==> src/rtl/hex_display_pkg.sv <==
// Shared types, constants and the nibble-to-glyph table for the HEX display controller.
package hex_display_pkg;

  typedef enum logic [1:0] {
    MODE_STATIC = 2'b00,
    MODE_BLINK  = 2'b01,
    MODE_SCROLL = 2'b10
  } mode_t;

  typedef enum logic [1:0] {
    S_STATIC,
    S_BLINK,
    S_SCROLL
  } state_t;

  localparam logic [7:0] SEG_BLANK = 8'hFF;

  // Active-low glyph for one hex nibble; bit7 (DP) is returned unlit.
  function automatic logic [7:0] hex_to_seg(input logic [3:0] nibble);
    logic [7:0] seg;
    case (nibble)
      4'h0:    seg = 8'hC0;
      4'h1:    seg = 8'hF9;
      4'h2:    seg = 8'hA4;
      4'h3:    seg = 8'hB0;
      4'h4:    seg = 8'h99;
      4'h5:    seg = 8'h92;
      4'h6:    seg = 8'h82;
      4'h7:    seg = 8'hF8;
      4'h8:    seg = 8'h80;
      4'h9:    seg = 8'h90;
      4'hA:    seg = 8'h88;
      4'hB:    seg = 8'h83;
      4'hC:    seg = 8'hC6;
      4'hD:    seg = 8'hA1;
      4'hE:    seg = 8'h86;
      default: seg = 8'h8E;
    endcase
    return seg;
  endfunction

endpackage

==> src/rtl/hex_display_controller_encoder.sv <==
// One seven-segment digit: glyph lookup, optional blanking, and the decimal point.
module hex_digit_encoder
  import hex_display_pkg::*;
(
  input  logic [3:0] nibble,
  input  logic       dp,
  input  logic       blank,
  output logic [7:0] seg
);

  logic [7:0] glyph;

  // A blanked digit still lights its DP, so the DP bit is applied after blanking.
  always_comb begin
    glyph = hex_to_seg(nibble);
    seg   = (blank ? SEG_BLANK : glyph) & ~{dp, 7'b0};
  end

endmodule

==> src/rtl/hex_display_controller.sv <==
// N-digit seven-segment controller with static, blink and scroll-in display modes.
module hex_display_controller
  import hex_display_pkg::*;
#(
  parameter int N_DIGITS = 6,
  parameter int TICK_DIV = 25_000_000,
  parameter int LZB      = 1
) (
  input  logic                  CLOCK_50,
  input  logic                  RESET_N,
  input  logic                  load_valid,
  output logic                  load_ready,
  input  logic [4*N_DIGITS-1:0] load_value,
  input  logic [1:0]            load_mode,
  input  logic [N_DIGITS-1:0]   load_dp,
  output logic                  busy,
  output logic [8*N_DIGITS-1:0] HEX
);

  localparam int PW = $clog2(TICK_DIV);
  localparam int CW = $clog2(N_DIGITS + 1);
  localparam logic [PW-1:0] TICK_MAX = PW'(TICK_DIV - 1);
  localparam logic [CW-1:0] CNT_LAST = CW'(N_DIGITS - 1);

  state_t                  state;
  state_t                  state_n;
  logic [4*N_DIGITS-1:0]   value_q;
  logic [N_DIGITS-1:0]     dp_q;
  logic [PW-1:0]           presc;
  logic                    phase_on;
  logic [CW-1:0]           scroll_cnt;
  logic                    loaded;
  logic [8*N_DIGITS-1:0]   hex_q;

  logic                    load_acc;
  logic                    tick;
  logic [4*N_DIGITS-1:0]   nib_disp;
  logic [N_DIGITS-1:0]     dp_disp;
  logic [N_DIGITS-1:0]     shown;
  logic [N_DIGITS-1:0]     blank;
  logic                    lead_zero;
  logic [8*N_DIGITS-1:0]   seg_next;

  assign busy       = (state == S_SCROLL);
  assign load_ready = ~busy;
  assign load_acc   = load_valid & load_ready;
  assign tick       = (presc == TICK_MAX);
  assign HEX        = hex_q;

  // State register; reset aborts any blink or scroll in progress.
  always_ff @(posedge CLOCK_50) begin
    if (!RESET_N) state <= S_STATIC;
    else          state <= state_n;
  end

  // Next state: loads pick the mode, scroll finishes on the tick that shifts in the last digit.
  always_comb begin
    state_n = state;
    case (state)
      S_STATIC, S_BLINK: begin
        if (load_acc) begin
          case (mode_t'(load_mode))
            MODE_BLINK:  state_n = S_BLINK;
            MODE_SCROLL: state_n = S_SCROLL;
            default:     state_n = S_STATIC;
          endcase
        end
      end
      S_SCROLL: begin
        if (tick && scroll_cnt == CNT_LAST) state_n = S_STATIC;
      end
      default: state_n = S_STATIC;
    endcase
  end

  // Captured load, prescaler, blink phase and scroll position; a load wins over a tick.
  always_ff @(posedge CLOCK_50) begin
    if (!RESET_N) begin
      value_q    <= '0;
      dp_q       <= '0;
      presc      <= '0;
      phase_on   <= 1'b1;
      scroll_cnt <= '0;
      loaded     <= 1'b0;
    end else begin
      if (load_acc || tick) presc <= '0;
      else                  presc <= presc + 1'b1;
      if (load_acc) begin
        value_q    <= load_value;
        dp_q       <= load_dp;
        phase_on   <= 1'b1;
        scroll_cnt <= '0;
        loaded     <= 1'b1;
      end else begin
        if (state == S_BLINK && tick)  phase_on   <= ~phase_on;
        if (state == S_SCROLL && tick) scroll_cnt <= scroll_cnt + 1'b1;
      end
    end
  end

  // During scroll the top scroll_cnt nibbles (and their DPs) sit at the low digits; the rest are empty.
  always_comb begin
    nib_disp = value_q;
    dp_disp  = dp_q;
    shown    = '1;
    if (state == S_SCROLL) begin
      nib_disp = value_q >> (4 * (N_DIGITS - int'(scroll_cnt)));
      dp_disp  = dp_q >> (N_DIGITS - int'(scroll_cnt));
      for (int i = 0; i < N_DIGITS; i++) shown[i] = (i < int'(scroll_cnt));
    end
  end

  // Leading-zero blanking walks down from the top digit until the first non-zero nibble.
  always_comb begin
    lead_zero = (LZB != 0);
    blank     = '0;
    for (int i = N_DIGITS - 1; i >= 1; i--) begin
      if (nib_disp[4*i +: 4] != 4'h0) lead_zero = 1'b0;
      blank[i] = lead_zero | ~shown[i];
    end
    blank[0] = ~shown[0];
  end

  for (genvar g = 0; g < N_DIGITS; g++) begin : g_digit
    hex_digit_encoder u_enc (
      .nibble (nib_disp[4*g +: 4]),
      .dp     (dp_disp[g]),
      .blank  (blank[g]),
      .seg    (seg_next[8*g +: 8])
    );
  end

  // Registered segment outputs; dark until the first load and during the blink OFF phase.
  always_ff @(posedge CLOCK_50) begin
    if (!RESET_N)                                    hex_q <= '1;
    else if (!loaded || (state == S_BLINK && !phase_on)) hex_q <= '1;
    else                                             hex_q <= seg_next;
  end

endmodule
==> config.mk <==
export PLATFORM = sky130hd
export DESIGN_NAME = hex_display_controller
export DESIGN_NICKNAME = d
export VERILOG_FILES = /design/src/rtl/hex_display_pkg.sv /design/src/rtl/hex_display_controller_encoder.sv /design/src/rtl/hex_display_controller.sv
export SDC_FILE = /design/constraint.sdc
export NUM_CORES = 1
export LEC_CHECK = 0
export ABC_AREA = 0
export ABC_CLOCK_PERIOD_IN_PS = 4690
export CORE_UTILIZATION = 60
export CTS_CLUSTER_SIZE = 14
export DETAILED_ROUTE_END_ITERATION = 10
export GPL_ROUTABILITY_DRIVEN = 0
export PLACE_DENSITY = 0.86
export SLEW_MARGIN = 20
export SYNTH_ARGS = -nofsm -noshare
export SYNTH_HDL_FRONTEND = slang
export SYNTH_SLANG_ARGS = --single-unit
export TNS_END_PERCENT = 5
==> constraint.sdc <==
create_clock -name CLOCK_50 -period 4.69 [get_ports CLOCK_50]
set_input_delay 0.469 -clock CLOCK_50 [delete_from_list [all_inputs] [get_ports CLOCK_50]]
set_output_delay 0.469 -clock CLOCK_50 [all_outputs]
set_load 0.005 [all_outputs]
* Yosys cells after proc, flatten, opt, wreduce, memory -nomap -nowiden
Memory sizes are Yosys's and may differ from the RTL's.
Index checks and enable logic that the tools add are counted.
** Operators by class
- Multipliers :: 0
- Div/mod/pow operators :: 0
- Bitwise gates (word level) :: 26
- Multiplexer cells :: 18
- Equal/unequal tests :: 8
- Shift operators :: 2
- Reductions and logical operators :: 19
- Add/sub/neg operators :: 3
- Magnitude comparators :: 6
** Operators by type and width (number)
- $and A8 B8 Y8 :: 6
- $mux W8 :: 6
- $not A8 Y8 :: 6
- $shr A24 B32 Y24 :: 1
- $shr A6 B32 Y6 :: 1
- $add A25 B1 Y25 const B :: 1
- $eq A25 B25 Y1 const B :: 1
- $mux W24 :: 1
- $reduce_bool A4 Y1 :: 5
- $mux W6 :: 2
- $not A1 Y1 :: 8
- $pmux W2 S2 :: 2
- $reduce_or A2 Y1 :: 4
- $lt A1 B3 Y1 const A :: 2
- $lt A2 B3 Y1 const A :: 2
- $lt A3 B3 Y1 const A :: 2
- $mux W1 :: 5
- $or A1 B1 Y1 :: 5
- $eq A2 B1 Y1 const B :: 2
- $eq A2 B2 Y1 const B :: 2
- $logic_and A1 B1 Y1 :: 4
- $mux W2 :: 2
- $sub A3 B3 Y4 const A :: 1
- $add A3 B1 Y3 const B :: 1
- other kinds (8) :: 10
** Storage, ports and cells
- Register bits after elaboration :: 110
- Input bits :: 35
- Bits in writable memories :: 0
- Bits in latches :: 0
- Output and inout bits :: 50
- Memories kept :: 6
- Memory bits (read-only) :: 672
** Memories
- (name not given) :: depth 16, width 7, rd ports 1, clocked after memory_dff 0, write ports 0, line hex_display_pkg.sv:21 : case (nibble)
- (name not given) :: depth 16, width 7, rd ports 1, clocked after memory_dff 0, write ports 0, line hex_display_pkg.sv:21
- (name not given) :: depth 16, width 7, rd ports 1, clocked after memory_dff 0, write ports 0, line hex_display_pkg.sv:21
- (name not given) :: depth 16, width 7, rd ports 1, clocked after memory_dff 0, write ports 0, line hex_display_pkg.sv:21
- (name not given) :: depth 16, width 7, rd ports 1, clocked after memory_dff 0, write ports 0, line hex_display_pkg.sv:21
- (name not given) :: depth 16, width 7, rd ports 1, clocked after memory_dff 0, write ports 0, line hex_display_pkg.sv:21

* Depth between registers and ports, before layout
Gate-level depths: netlist of run 1.
- Depth after elaboration :: 12
- Depth in mapped cells :: 14
- Gate-level depth less buffers :: 12

* Modules after synthesis
A second synthesis of run 1 with hierarchy kept.
** Second synthesis, totals
- Cell total of the unflattened synthesis :: 803
- Area total of the unflattened synthesis :: 6849.1 µm²
** Modules (own cells, without submodules)
- hex_display_controller :: instances 1, sequential area each 2202.1 µm², cells an instance 587, area each 5032.3 µm²
- hex_digit_encoder :: instances 6, sequential area each 0.0 µm², cells an instance 36, area each 302.8 µm²

* Worst setup path before layout of run 1
OpenSTA, ideal clock, no wires.
- Kind :: reg-to-reg
- Start point :: register scroll_cnt[1]
- End point :: register hex_q[27] (netlist: HEX[27])
- Setup time :: 0.127 ns
- Arrival time :: 3.083 ns
- Buffers on the path :: 3
- Cell stages (with the launch flop) :: 13
- Period minus slack after synthesis :: 3.210 ns
- Slack :: 1.480 ns
- Path through :: dfxtp_1 > ha_1 > buf_2 > buf_1 > buf_2 > nand3_1 > o21ai_0 > inv_1 > ha_1 > o21a_1 > o2111ai_1 > nor4_4 > or3_1
** Between the ends
- Longest elaborated chain between the ends :: 10
- Elaborated cells between the ends (all ways) :: 16
** Ends and longest elaborated chain
- from (decl) :: line hex_display_controller.sv:31 : logic [CW-1:0] scroll_cnt;
- from (signal assigned) :: line hex_display_controller.sv:96 : if (state == S_SCROLL && tick) scroll_cnt <= scroll_cnt + 1'b1;
- $sub A3 B3 Y4 :: line hex_display_controller.sv:107 : nib_disp = value_q >> (4 * (N_DIGITS - int'(scroll_cnt)));
- $shr A24 B32 Y24 :: line hex_display_controller.sv:107
- $mux W24 :: line hex_display_controller.sv:106 : if (state == S_SCROLL) begin
- $reduce_bool A4 Y1 :: line hex_display_controller.sv:118 : if (nib_disp[4*i +: 4] != 4'h0) lead_zero = 1'b0;
- $mux W1 (3 in a row) :: line hex_display_controller.sv:118
- $or A1 B1 Y1 :: line hex_display_controller.sv:119 : blank[i] = lead_zero | ~shown[i];
- $mux W8 (*) :: line hex_display_controller_encoder.sv:16 : seg = (blank ? SEG_BLANK : glyph) & ~{dp, 7'b0};
- $and A8 B8 Y8 (*) :: line hex_display_controller_encoder.sv:16
- to (signal assigned) :: line hex_display_controller.sv:137 : else hex_q <= seg_next;
- to (decl) :: line hex_display_controller.sv:33 : logic [8*N_DIGITS-1:0] hex_q;
Mark *: on every way between the ends. The rest lies on a longest branch, timed or not.
A chain may end at the register's enable or synchronous reset.

* Final worst setup path of run 1
- Start point :: register scroll_cnt[1]
- End point :: register hex_q[43] (netlist: HEX[43])
** Between the ends
- Longest elaborated chain between the ends :: 8
- Elaborated cells between the ends (all ways) :: 12
** Ends and longest elaborated chain (line)
- branches (longest 6 deep; another with $mem_v2 Z16 W7)
- $mux W8 (*) :: hex_display_controller_encoder.sv:16
- $and A8 B8 Y8 (*) :: hex_display_controller_encoder.sv:16
Mark *: on every way between the ends.

==> results of run 1 <==
## metal layers
layer	GRT usage (%)	vias up	wire (um)
met1	35.9	2773	6670
met4	12.1	0	524
li1	-	2830	-
met3	6.19	57	1290
met2	51.3	285	8020
met5	0	-	0
## state kept, by name (all words and copies together) (netlist names)
| signal | count |
|---|---|
| loaded | 1 |
| dp_q | 6 |
| scroll_cnt | 3 |
| state | 2 |
| phase_on | 1 |
| value_q | 24 |
| HEX | 48 |
| presc | 25 |
## worst max-delay path, stage by stage, from the launching register on
cell                       delay [ns]
sky130_fd_sc_hd__dfxtp_1         0.66
sky130_fd_sc_hd__ha_1            0.60
sky130_fd_sc_hd__nor2b_1         0.51
sky130_fd_sc_hd__a21o_1          0.43
sky130_fd_sc_hd__nand2_1         0.25
sky130_fd_sc_hd__ha_1            0.30
sky130_fd_sc_hd__o21ai_0         0.13
sky130_fd_sc_hd__nor3b_2         0.49
sky130_fd_sc_hd__o311ai_0        0.26
## layout make-up
cell class | instances | area, um2 | share of cell area, %
repair buffers | 90 | 893 | 11.8
flip-flops and latches | 110 | 2200 | 29.1
clock inverters | 7 | 78.8 | 1.04
inverters | 31 | 116 | 1.54
well taps | 136 | 170 | 2.25
clock buffers | 9 | 124 | 1.64
multi-input cells | 569 | 3980 | 52.6
## synth_stat cells, types with 8 or more instances
| cell | instances |
|---|---|
| sky130_fd_sc_hd__nand2_1 | 124 |
| sky130_fd_sc_hd__dfxtp_1 | 110 |
| sky130_fd_sc_hd__nor2_1 | 50 |
| sky130_fd_sc_hd__a21boi_0 | 34 |
| sky130_fd_sc_hd__ha_1 | 34 |
| sky130_fd_sc_hd__inv_1 | 28 |
| sky130_fd_sc_hd__nand3_1 | 25 |
| sky130_fd_sc_hd__a21oi_1 | 21 |
| sky130_fd_sc_hd__xor2_1 | 20 |
| sky130_fd_sc_hd__clkbuf_1 | 17 |
| sky130_fd_sc_hd__nor2b_1 | 17 |
| sky130_fd_sc_hd__o221ai_1 | 16 |
| sky130_fd_sc_hd__buf_2 | 15 |
| sky130_fd_sc_hd__mux2i_1 | 15 |
| sky130_fd_sc_hd__o211ai_1 | 13 |
| sky130_fd_sc_hd__o21ai_0 | 12 |
| sky130_fd_sc_hd__a311oi_1 | 10 |
| sky130_fd_sc_hd__xnor2_1 | 10 |
| sky130_fd_sc_hd__a32oi_1 | 8 |
| sky130_fd_sc_hd__nor3_1 | 8 |
## cells by family (layout without fill, tap and decap cells)
| family | count (synthesis) | in the layout | share of synthesized area, % |
|---|---|---|---|
| buffers and inverters | 76 | 137 | 5.62 |
| muxes | 26 | 26 | 4.87 |
| DFF | 110 | 110 | 33.6 |
| and+or+nand+nor | 281 | 281 | 20.8 |
| adders and majority gates | 34 | 34 | 6.49 |
| xor gates and xnor gates | 30 | 30 | 4.01 |
| AOI/OAI and AO/OA | 198 | 198 | 24.5 |
## through the flow
step | cells | instance area [um2]
2_1_floorplan | 755 | 6550
3_3_place_gp | 935 | 7350
3_5_place_dp | 935 | 7350
4_1_cts | 951 | 7550
5_1_grt | 952 | 7570
6_report | 952 | 7570
## worst max-delay path by stage
stage | to | slack [ns] | depth (start not counted)
2_1_floorplan | HEX[27] | 1.48 | 12
3_3_place_gp | HEX[11] | 1.12 | 11
3_5_place_dp | HEX[20] | 0.99 | 12
4_1_cts | HEX[12] | 0.98 | 10
5_1_grt | HEX[11] | 0.61 | 11
6_report | HEX[43] | 0.88 | 8
## power by group through the flow
stage	logic (mW)	clock network, mW	registers, mW
floorplan	0.227	0	1.02
global placement	0.337	0	1.03
detailed placement	0.350	0	1.03
CTS	0.352	0.590	1.01
global route	0.390	0.627	1.02
finish	0.357	0.585	1.01
==> impl.org, run 1 <==
** Power
- Sequential Power Share :: 51.8%
- Combinational cells account for 18.3% of the total power.
- Highest ir drop seen on vdd :: ~0.18 mV
- Internal power comes to roughly 1.4 mW.
- The share of total power dissipated in the clock network is between 20% and 30%.
- Post-layout total power :: 1.95 mW
- Summed over all nets, the switching power comes to around 0.60 mW.
- Leakage power :: ~2.7 nW
- In this run switching power makes up a little under a third of total power.
- In this run the power density over the cells is 258 nW/um2.

** Global route
- Pin count of the biggest net entering global routing :: 50
- The first global-routing pass estimated 27000 um of wire.
- Number of antenna violations at the first check in global routing :: 0
- Total global routing overflow :: 0
- In the global route stage, overall resource usage came out at 29.7%.
- Number of global-route vias before repair :: 5638

** Min path
- Counting instances, the worst hold path has a depth of 1.
- Startpoint of the lowest-slack hold path :: loaded
- In this run the worst hold path is classified as flop to flop.
- WHS Endpoint :: loaded

** Timing
- Final Slew Violations :: 0
- Highest Clock Rate :: 0.263 GHz
- Setup repair after global routing left no endpoint under its margin.
- Share of the clock period used by the worst path :: around four fifths
- In this run the tightest slew margin relative to its limit is 30.7%.
- Worst clock skew :: around 0.017 ns
- The hold violation total from the final report was 0.
- Once routing completed, OpenROAD measured the worst setup slack at 0.885 ns.
- After routing, the total negative slack on setup checks comes to 0 ns.
- At the pin with the least slew margin, the transition time is 1.03 ns.
- Worst hold slack across all endpoints :: a little under 0.5 ns
- Setup violations remaining at the end of the flow were counted as 0.
- Minimum period implied by the final worst setup slack :: 3.81 ns

** Critical path
- FF-to-FF End :: HEX[43]
- Crit path from :: scroll_cnt[1]
- Arrival time at the worst endpoint :: about 4 ns
- The worst setup path is of the flop to flop kind.
- Along the worst path, the maximum fanout reaches 17.
- For flop-to-flop paths, the worst setup slack is 0.88 ns.
- Required time at the worst-slack endpoint :: 4.92 ns
- The worst setup path is captured at a flop.
- The worst setup path is launched from a flop.
- Counting cells, the worst reg-to-reg path comes to 8.
- R2r startpoint :: scroll_cnt[1]

** Synth
- Cell area after technology mapping :: 6550 um2
- Post-synthesis cell count :: 755
- Largest cells by area after synthesis :: sky130_fd_sc_hd__dfxtp_1 34%, sky130_fd_sc_hd__nand2_1 7.1%, sky130_fd_sc_hd__ha_1 6.5%, sky130_fd_sc_hd__a21boi_0 3.9%, sky130_fd_sc_hd__nor2_1 2.9%
- The average instance in the mapped netlist occupies 8.68 um2.
- sky130_fd_sc_hd__dfxtp_1 takes more of the synthesized area than any other cell.
- Top-area cell type share of the netlist area :: 33.6%
- For this run, the register share of the synthesized area comes to approximately 34%.
- After synthesis the netlist holds a flip-flop and latch count of 110.
- Among all flip-flop cells after synthesis, the most frequent one is sky130_fd_sc_hd__dfxtp_1.
- After synthesis, the share of flip-flops with an asynchronous set or reset is 0%.
- EDFF count, synth :: 0
- Warnings, synthesis :: 0
- When the netlist entered floorplanning its net count stood at a little over 800.
- Library cells used by synthesis :: 83

** Die
- 85 I/O pins were placed.
- Standard-cell row count :: 37
- Die Span Y :: 106 um
- The total area inside the core boundary comes to 10500 um2.
- Once the floorplan was initialized, standard cells occupied 62.6% of the core.
- Full die area :: 11300 um2
- Overall die width :: 106 um

** Finish
- Fillcell total :: slightly above 800
- 0 antenna diodes ended up in the layout.
- Cells fill 72.3% of the core in the end.
- Most frequent standard cell in the layout excluding fill and tap cells :: sky130_fd_sc_hd__nand2_1
- Count of nets after finishing :: 880
- The post-route netlist has 8.09% of its cells at a drive strength greater than 1.
- Compared with the post-synthesis result, the final layout area differs by 15.5%.
- The library cells used most frequently in the layout, excluding fill and tap cells, are 124 x sky130_fd_sc_hd__nand2_1, 110 x sky130_fd_sc_hd__dfxtp_1, 84 x sky130_fd_sc_hd__clkdlybuf4s50_1.

** Clocking
- The H-tree was split into 3 levels.
- Total of cells resized after clock tree synthesis :: 0
- Clk Latency, worst-skew pair :: 0.40 ns
- The cell sitting at the root of the clock tree is a sky130_fd_sc_hd__clkbuf_8.
- For this design, the CTS-stage hold fixing added 0 buffers.
- TritonCTS built the clock tree.
- After clock tree synthesis, the setup repair step added 0 buffers.
- In this run the deepest clock path goes through 2 buffers.
- After clock tree synthesis, the clock-pin slew on the worst setup and hold paths is 0.11 ns.
- Sink count of the clock tree :: 110
- Buffers inserted during clock tree synthesis total 9.

** Routing
- After the first detailed-routing iteration, the DRC count stood at just under 500.
- In the routed layout, each cell is associated on average with a via count of 6.24.
- Once detail routing completed, the nets flagged for antenna violations numbered 0.
- After detailed routing, the number of remaining DRC violations is 0.
- Total via count after detailed routing :: 5945
- Total wire length :: 16500 um
- In the final routed layout, each cell accounts on average for 17.3 um.
- 1st-pass router iterations :: 5

** Placed design
- Port Buffer Count :: 84
- DPL Wire Length :: 12000 um
- At the placement stage, the worst setup path has a slack of roughly 0.99 ns.

** Outcome
- The flow ran to the end, and the final reports show no timing, DRC or antenna violations.

** Job
- The tool flagged a number of max-cap violations equal to 0.
Note: power is estimated with default switching activity, not from simulation.
==> run 2, diff against run 1 <==
- ABC_CLOCK_PERIOD_IN_PS: 4690 -> 3700
- CORE_UTILIZATION: 60 -> 56
- PLACE_DENSITY: 0.86 -> 0.81
- clock period: 4.69 -> 3.7 ns (I/O delays scaled with it)
==> run 2 against run 1 <==
Compared with the run above: cell count up 1.7%; hold slack worse by 0.011 ns; cell area up 2.5%; highest routed layer unchanged; non-clock buffer count up 10; wire length down 0.65%; maximum frequency up 16%; largest power group unchanged; clock skew down 0.011 ns; critical endpoint is now HEX[11]; clock power up 76%; clock-buffer cell count up 1; flip-flop and latch count unchanged; global-route usage down 1.4 points; power up 41%.
==> impl.org, run 2 (same netlist as run 1, synthesis figures left out) <==
** Power
- The power dissipated by switching net loads came to 0.721 mW (+20%).
- The total chip power is 2.76 mW (+41%).
- Comb power frac :: 16.4% (-1.9 points)
- The highest ir drop seen on vdd was 0.386 mV (+120%).
- Total power density per cell area :: 356 nW/um2 (+38%)
- Clock share of power :: 37.1% (+7.2 points)
- Internal :: 2.04 mW (+51%)
- Sequential Power Share :: 46.4% (-5.4 points)
- The switching part of the total was 26.1% (-4.7 points).
- The leakage power summed over all cells is 2.84 nW (+3.6%).

** Outcome
- The flow ran to the end, and the final reports show no timing, DRC or antenna violations.

** Routing
- The detailed-route vias per instance was 6.15 (-1.5%).
- The via count was 5954 (+0.15%).
- 1st-pass router iterations :: 5 (unchanged)
- The final routed wirelength across all metal layers came to 16400 um (-0.65%).
- Count of unresolved DRC violations after routing :: 0 (unchanged)
- The average wire per cell in the routed design came to 16.9 um (-2.3%).
- DR iter-0 viols :: 499 (+1.0%)
- Count of nets left with antenna violations after detail routing :: 0 (unchanged)

** Die
- The starting density of the core was 57.4% (-5.2 points).
- The area of the die is 12100 um2 (+7.0%).
- Area inside the core boundary :: 11400 um2 (+9.1%)
- Die Span Y :: 110 um (+3.4%)
- Standard-cell row count :: 39 (+5.4%)
- Overall die width :: 110 um (+3.4%)
- The number of top-level design ports came to 85 (unchanged).

** Timing
- Setup Viol. Count Final :: 0 (unchanged)
- Final Slew Violations :: 0 (unchanged)
- The largest clock skew in the final design was 0.00608 ns (-0.0110 ns).
- Minimum period implied by the final worst setup slack :: 3.28 ns (-0.527 ns)
- Final hold violation count :: 0 (unchanged)
- The highest attainable clock frequency came to 0.305 GHz (+16%).
- Share of the clock period used by the worst path :: 88.6% (+7.5 points)
- Transition time at the pin with the least slew margin :: 0.809 ns (-0.225 ns)
- Setup repair after global routing left no endpoint under its margin.
- The worst-case headroom to the max-slew limit came to 45.6% (+15 points).
- Setup total negative slack :: 0 ns (unchanged)

** Global route
- Pin count of the biggest net entering global routing :: 50 (unchanged)
- The global-route wire length before repair is 26600 um (-1.6%).
- Number of antenna violations at the first check in global routing :: 0 (unchanged)
- Overall global routing resource usage :: 28.4% (-1.4 points)
- Number of global-route vias before repair :: 5584 (-0.96%)
- Total global routing overflow :: 0 (unchanged)

** Finish
- The area of the multi-input gates came to 3980 um2 (about the same).
- The fill cell instance count of the final layout was 930 (+12%).
- Ant. Diodes :: 0 (unchanged)
- Top library cells by usage in the layout, fill and taps aside :: 124 x sky130_fd_sc_hd__nand2_1, 110 x sky130_fd_sc_hd__dfxtp_1, 84 x sky130_fd_sc_hd__clkdlybuf4s50_1
- The share of cells above drive strength 1 was 9.09% (+1.0 points).
- The number of nets in the final layout came to 890 (+1.1%).
- Leaving out fill and tap cells, the most frequent cell in the layout is sky130_fd_sc_hd__nand2_1.
- The flip-flop count of the largest register after layout came to 48 (unchanged).
- The register area was 2200 um2 (unchanged).
- The post-layout instance count excluding filler cells is 968 (+1.7%).
- Relative to the synthesized area, the layout overhead comes to 18.4%.

** Critical path
- The arrival time of data at the critical path endpoint is 3.57 ns (-0.47 ns).
- Element type at the critical path end :: flop
- By startpoint and endpoint, the worst setup path is classified as flop to flop.
- Critical path fanouts, max :: 13 (-4)
- Crit path launch type :: flop
- Required time at the worst-slack endpoint :: 4.00 ns (-0.92 ns)

** Placed design
- Placed insts :: 953 (+1.9%)
- Port Buffer Count :: 84 (unchanged)
- The sum of net half-perimeters after detailed placement was 12200 um (+1.5%).

** Clocking
- The number of post-CTS setup repair buffers is 0 (unchanged).
- Total of cells resized after clock tree synthesis :: 0 (unchanged)
- Maximum count of clock buffers along a single path :: 2 (unchanged)
- Root buffer cell :: sky130_fd_sc_hd__clkbuf_16
- The CTS H-tree depth was 3 (unchanged).
- CTS tree :: built
- Hold buffer count at cts :: 0 (unchanged)
- The CTS buffer count came to 9 (unchanged).
- Post-CTS clock slew at the launch and capture registers of the worst setup and hold paths :: 0.07 ns (-0.04 ns)
- Clk Latency, worst-skew pair :: 0.36 ns (-0.04 ns)
- The number of clock sinks seen by CTS was 110 (unchanged).

** Job
- The number of maximum-capacitance constraint violations was 0 (unchanged).

** Min path
- Path category of the worst min-delay check :: flop to flop
==> run 2: cell count changes in the layout (fill, tap and decap cells not counted), sizes merged <==
| cell | before | now |
|---|---|---|
| buf | 6 | 16 |
| bufinv | 0 | 2 |
| clkbuf | 9 | 10 |
| clkinv | 4 | 1 |
| inv | 32 | 31 |
==> run 2: path summary, 6_finish.rpt <==
check                           cells past startpoint           from  slack, ns      end
worst min-delay path                                1         loaded       0.47   loaded
worst max-delay path                               10  scroll_cnt[0]       0.42  HEX[11]
worst max register to register                     10  scroll_cnt[0]       0.42  HEX[11]
worst min register to register                      1         loaded       0.47   loaded
==> run 2: power by group through the flow <==
stage               sequential, mW  combinational, mW  clock (mW)
CTS                           1.28              0.451        1.04
global route                  1.29              0.502        1.09
global placement              1.31              0.433           0
finish                        1.28              0.454        1.03
detailed placement            1.31              0.448           0
floorplan                     1.29              0.288           0
==> run 2: per-layer routing <==
metal | wire, um | GRT usage [%]
met1 | 6400 | 33.2
met2 | 8280 | 49.7
met3 | 1300 | 6.23
met4 | 408 | 12.2
met5 | 0 | 0
==> run 2: worst max-delay path, stage by stage (launching register included) <==
cell,delay (ns)
sky130_fd_sc_hd__dfxtp_1,0.32
sky130_fd_sc_hd__ha_1,0.41
sky130_fd_sc_hd__inv_2,0.29
sky130_fd_sc_hd__mux4_2,0.56
sky130_fd_sc_hd__a211oi_1,0.55
sky130_fd_sc_hd__nor2_1,0.17
sky130_fd_sc_hd__inv_1,0.14
sky130_fd_sc_hd__ha_1,0.24
sky130_fd_sc_hd__nand2_1,0.08
sky130_fd_sc_hd__or3b_1,0.35
sky130_fd_sc_hd__nand4_1,0.10
==> run 2: layout make-up <==
class / count / share of cell area, %
multi-input cells: 569 / 51.4
flip-flops and latches: 110 / 28.4
repair buffers: 100 / 12.4
clock buffers: 10 / 2.95
well taps: 143 / 2.31
inverters: 31 / 1.50
clock inverters: 5 / 1.08
==> run 2: through the flow <==
stage	setup WS (ns)	cell area [um2]	util, %	hold slack [ns]
after floorplan	0.490	6550	-	0.429
final	0.422	7750	67.9	0.472
after global placement	0.671	7440	65.2	0.449
after detailed placement	0.474	7440	65.2	0.458
after CTS	0.451	7750	67.9	0.474
after global routing	0.199	7750	67.9	0.503
